$ cat config.mk
export PLATFORM = sky130hd
export DESIGN_NAME = demux_route_sched
export DESIGN_NICKNAME = d
export VERILOG_FILES = /design/src/rtl/demux_route_sched.sv
export SDC_FILE = /design/constraint.sdc
export NUM_CORES = 1
export LEC_CHECK = 0
export ABC_AREA = 1
export BUFFER_PORTS_ARGS = -buffer_cell sky130_fd_sc_hd__buf_2
export CAP_MARGIN = 10
export CORE_MARGIN = 5
export CORE_UTILIZATION = 51
export DETAILED_ROUTE_END_ITERATION = 8
export PLACE_DENSITY = 0.77
export SYNTH_ARGS = -nofsm -noshare
export SYNTH_HDL_FRONTEND = slang
export SYNTH_SLANG_ARGS = --single-unit
export TNS_END_PERCENT = 5
$ cat constraint.sdc
create_clock -name clk -period 2.5 [get_ports clk]
set_input_delay 0.625 -clock clk [delete_from_list [all_inputs] [get_ports clk]]
set_output_delay 0.625 -clock clk [all_outputs]
set_load 0.05 [all_outputs]
$ cat src/rtl/demux_route_sched.sv
// demux_route_sched: routes input beats to one of four single-entry channel
// buffers. The target comes either from dest (addressed mode) or from a
// round-robin pointer.
//
// Ports:
//   clk, rst_n        clock, asynchronous active-low reset
//   en                run request (1 = accept traffic, 0 = stop and drain)
//   mode              0 = addressed (dest), 1 = round-robin; latched on IDLE->RUN
//   i, dest, i_valid  input beat, destination channel, beat valid
//   i_ready           input accept (combinational)
//   a, b, c, d        channel data (zero when the channel is empty)
//   o_valid, o_ready  per-channel handshake, bit0 = a .. bit3 = d
//   busy              not IDLE, or any channel buffer holds a beat
//   beat_cnt          accepted input beats, modulo 256
module demux_route_sched #(
    parameter int unsigned WIDTH = 4
) (
    input  logic             clk,
    input  logic             rst_n,
    input  logic             en,
    input  logic             mode,
    input  logic [WIDTH-1:0] i,
    input  logic [1:0]       dest,
    input  logic             i_valid,
    output logic             i_ready,
    output logic [WIDTH-1:0] a,
    output logic [WIDTH-1:0] b,
    output logic [WIDTH-1:0] c,
    output logic [WIDTH-1:0] d,
    output logic [3:0]       o_valid,
    input  logic [3:0]       o_ready,
    output logic             busy,
    output logic [7:0]       beat_cnt
);

    localparam int unsigned NCH   = 4;
    localparam int unsigned PTR_W = 2;
    localparam int unsigned CNT_W = 8;

    typedef enum logic [1:0] {
        IDLE  = 2'd0,
        RUN   = 2'd1,
        DRAIN = 2'd2
    } state_e;

    state_e             state_q, state_d;
    logic               mode_q, mode_d;
    logic [PTR_W-1:0]   rr_ptr_q, rr_ptr_d;
    logic [NCH-1:0]     full_q, full_d;
    logic [WIDTH-1:0]   data_q [NCH];
    logic [WIDTH-1:0]   data_d [NCH];
    logic [CNT_W-1:0]   beat_cnt_q, beat_cnt_d;

    logic [PTR_W-1:0]   tgt_c;
    logic               accept_c;
    logic [NCH-1:0]     drain_c;
    logic [NCH-1:0]     load_c;

    // Target selection and input handshake; a full target may still accept
    // when it is draining on the same edge.
    always_comb begin
        tgt_c    = mode_q ? rr_ptr_q : dest;
        drain_c  = full_q & o_ready;
        i_ready  = (state_q == RUN) && (!full_q[tgt_c] || o_ready[tgt_c]);
        accept_c = i_valid && i_ready;
        load_c   = '0;
        if (accept_c) begin
            load_c[tgt_c] = 1'b1;
        end
    end

    // Control FSM: mode and pointer are captured only when leaving IDLE.
    always_comb begin
        state_d  = state_q;
        mode_d   = mode_q;
        rr_ptr_d = rr_ptr_q;
        case (state_q)
            IDLE: begin
                if (en) begin
                    state_d  = RUN;
                    mode_d   = mode;
                    rr_ptr_d = '0;
                end
            end
            RUN: begin
                if (accept_c && mode_q) begin
                    rr_ptr_d = rr_ptr_q + PTR_W'(1);
                end
                if (!en) begin
                    state_d = DRAIN;
                end
            end
            DRAIN: begin
                if (en) begin
                    state_d = RUN;
                end else if (full_q == '0) begin
                    state_d = IDLE;
                end
            end
            default: begin
                state_d = IDLE;
            end
        endcase
    end

    // Channel buffers: a load on the draining edge keeps the entry full.
    always_comb begin
        full_d     = (full_q & ~drain_c) | load_c;
        beat_cnt_d = beat_cnt_q + CNT_W'(accept_c);
        for (int unsigned k = 0; k < NCH; k++) begin
            data_d[k] = load_c[k] ? i : data_q[k];
        end
    end

    // State registers.
    always_ff @(posedge clk or negedge rst_n) begin
        if (!rst_n) begin
            state_q    <= IDLE;
            mode_q     <= 1'b0;
            rr_ptr_q   <= '0;
            full_q     <= '0;
            beat_cnt_q <= '0;
            for (int unsigned k = 0; k < NCH; k++) begin
                data_q[k] <= '0;
            end
        end else begin
            state_q    <= state_d;
            mode_q     <= mode_d;
            rr_ptr_q   <= rr_ptr_d;
            full_q     <= full_d;
            beat_cnt_q <= beat_cnt_d;
            for (int unsigned k = 0; k < NCH; k++) begin
                data_q[k] <= data_d[k];
            end
        end
    end

    // Outputs decoded from flops only; empty channels present zero.
    assign o_valid  = full_q;
    assign a        = full_q[0] ? data_q[0] : '0;
    assign b        = full_q[1] ? data_q[1] : '0;
    assign c        = full_q[2] ? data_q[2] : '0;
    assign d        = full_q[3] ? data_q[3] : '0;
    assign busy     = (state_q != IDLE) || (|full_q);
    assign beat_cnt = beat_cnt_q;

endmodule

==> impl_metrics.tcl <==
set metrics [dict create \
    power.total_mw 2.32 \
    drt_iter0_drc 76 \
    num_antenna_cells 0 \
    tns_ns 0 \
    clock_skew_ns 0.00543 \
    yosys_warnings 0 \
    rows 20 \
    start_util_pct 53.6 \
    synth_nets 232 \
    core-area_mm2 0.00310 \
    cts_tree "done" \
    drt-total-wl_um 3350 \
    root_buffer "clkbuf_4" \
    cts_hold_buffers 0 \
    ir_worst_vdd_mv 0.593 \
    crit_end "i_ready" \
    status "finished, final reports clean" \
    grt_first_pass_wirelength_um 5500 \
    die-area_mm2 0.00451 \
    endpoint_kind "primary output" \
    area_growth_syn_to_layout_pct 18.4 \
    cts-htree-levels 2 \
    die_w_um 67.1 \
    place_hpwl_um 2630 \
    period_share_pct 91.9 \
    crit_fanout 6 \
    synth_area_mm2 0.00166 \
    critPathMostFrequentCell "nand2_1" \
    arrival_ns 1.67 \
    worst_slew_pin_slew_ns 0.690 \
    pwr-share-comb_pct 48.0 \
    cts_resized 0 \
    netlist_instances 215 \
    p_sw_share_pct 50.3 \
    die_h_um 67.1 \
    ios 45 \
    power_density_mw_per_mm2 1180 \
    worstSetupStartpoint "mode_q$_DFFE_PN0P_" \
    final_area_mm2 0.00197 \
    pwr-share-seq_pct 39.4 \
    postPlaceCellArea_mm2 0.00192 \
    antenna_left 0 \
    p_int_mw 1.16 \
    clock.fmax_mhz 435 \
    place_congestion 0.811 \
    track_usage_pct 16.5 \
    first_pass_iters 4 \
    fin_nets 282 \
    crit_required_ns 1.88 \
    drive_gt1_share_pct 23.0 \
    grt-ovfl-total 0 \
    drv_slew 0 \
    hp-class "in -> async" \
    numCtsBuffers 5 \
    postCtsSetupRepairBufs 0 \
    syn_area_per_cell_um2 7.74 \
    timing.rr.start "mode_q$_DFFE_PN0P_" \
    p_leak_nw 1.28 \
    start_kind "flop" \
    rsz0062_at_grt "no" \
    synth_cell_type_count 20 \
    p_sw_mw 1.17 \
    vias 1436 \
    path_cells "inv_2, nand2_1, nand2_2, nand2_1, nand2_1, nand2_1, nand2_1, a21oi_1, buf_2" \
    cp_num_buf_inv 2 \
    post-route-min-period_ns 2.30 \
    antenna_found_initial 0 \
    synth.ff_latch_count 33 \
    setup_viol 0 \
    p_clk_share_pct 12.6 \
    slowest_delay_ns 0.44 \
    cp_slowest_cell "dfrtp_1" \
    r2r_slack_ns 0.45 \
    port_buffers 44 \
    crit_family "flip-flops" \
    r2r_cells 14 \
    viasPerCell 4.65 \
    r2r-end "beat_cnt[7]$_DFF_PN0_" \
    cts.sinks 33 \
    clockBufferDepth 2 \
    grt_max_degree 34 \
    slew_headroom_pct 54.0 \
    grt_pass1_vias 1247 \
    wl_per_cell_um 10.8 \
    clk_pin_slew_ns 0.09 \
    cp.depth 9 \
    worstSetupPathType "reg -> out" \
    drv_cap 0 \
    clkLatencyLatePin_ns 0.32 \
    drc 0 \
    hold_viol_final 0 \
    ys_seq_area_share_pct 49.6 \
]
-- flip-flops by register name, summed over array words and instances (netlist names) --
| signal | cells |
|---|---|
| state_q | 2 |
| o_valid | 4 |
| mode_q | 1 |
| beat_cnt | 8 |
| rr_ptr_q | 2 |
| data_q | 16 |
-- cells by family after synthesis --
group,Yosys count,synth area share [%]
AOI/OAI and AO/OA,6,1.80
xor gates and xnor gates,6,3.16
adders and majority gates,2,1.50
buffers and inverters,37,9.77
DFF,33,49.6
and+or+nand+nor,131,34.1
-- worst min-delay path by stage --
stage          slack (ns)                     to
6_report             0.33  data_q[9]$_DFFE_PN0P_
3_5_place_dp         0.46  data_q[4]$_DFFE_PN0P_
4_1_cts              0.35     mode_q$_DFFE_PN0P_
5_1_grt              0.37     mode_q$_DFFE_PN0P_
2_1_floorplan        0.33  beat_cnt[0]$_DFF_PN0_
3_3_place_gp         0.46  data_q[8]$_DFFE_PN0P_
-- power groups by stage --
stage	Clock, mW	Sequential (mW)	Combinational (mW)
2_1_floorplan	0	1.15	0.647
3_3_place_gp	0	0.920	1.11
3_5_place_dp	0	0.928	1.12
4_1_cts	0.299	0.919	1.13
5_1_grt	0.326	0.954	1.23
6_report	0.292	0.917	1.12
-- layout make-up --
| class | count | area [um^2] |
|---|---|---|
| Clock buffer | 7 | 55.1 |
| Tap cell | 44 | 55.1 |
| Multi-Input combinational cell | 145 | 676 |
| Timing Repair Buffer | 45 | 228 |
| Sequential cell | 33 | 826 |
| Inverter | 35 | 131 |
| Fill cell | 299 | 1130 |
-- Yosys cell counts, drive strengths merged --
cell	n	area share [%]
dfrtp	33	50
nor3	2	0.60
xnor2	1	0.53
nand2	88	22
inv	35	7.9
ha	2	1.5
nor4	1	0.38
buf	2	1.9
o21ai	4	1.2
nor2	13	3.1
a21oi	2	0.60
nand3	27	8.4
xor2	5	2.6
-- per-stage QoR --
| step | setup WS [ns] | instances | hold WS, ns | utilization [%] |
|---|---|---|---|---|
| after global routing | 0.0497 | 309 | 0.373 | 63.5 |
| after CTS | 0.204 | 309 | 0.351 | 63.5 |
| after floorplan | 0.0952 | 215 | 0.329 | - |
| after global placement | 0.266 | 302 | 0.455 | 61.7 |
| final | 0.202 | 309 | 0.333 | 63.5 |
| after detailed placement | 0.199 | 302 | 0.459 | 61.7 |
-- cells in the final DEF, fill, tap and decap left out, types with 2 or more instances in the layout --
| cell type | n |
|---|---|
| o21ai_0 | 3 |
| a21oi_1 | 2 |
| nand2_2 | 3 |
| nand3_1 | 26 |
| nand2_1 | 82 |
| dfrtp_1 | 33 |
| nand2_4 | 3 |
| inv_1 | 33 |
| clkbuf_4 | 5 |
| xor2_1 | 5 |
| nor2_1 | 12 |
| ha_1 | 2 |
| buf_2 | 44 |
| inv_2 | 2 |
| nor3_1 | 2 |
-- layer usage --
metal	up-vias	wire (um)	global-route usage [%]	share of wire, %
li1	753	-	-	-
met1	634	1540	21.9	46
met2	44	1510	25.0	45
met3	5	250	4.22	7.5
met4	0	49	7.59	1.5
met5	-	0	0	0
No activity file was read; power rests on OpenSTA's default activity.
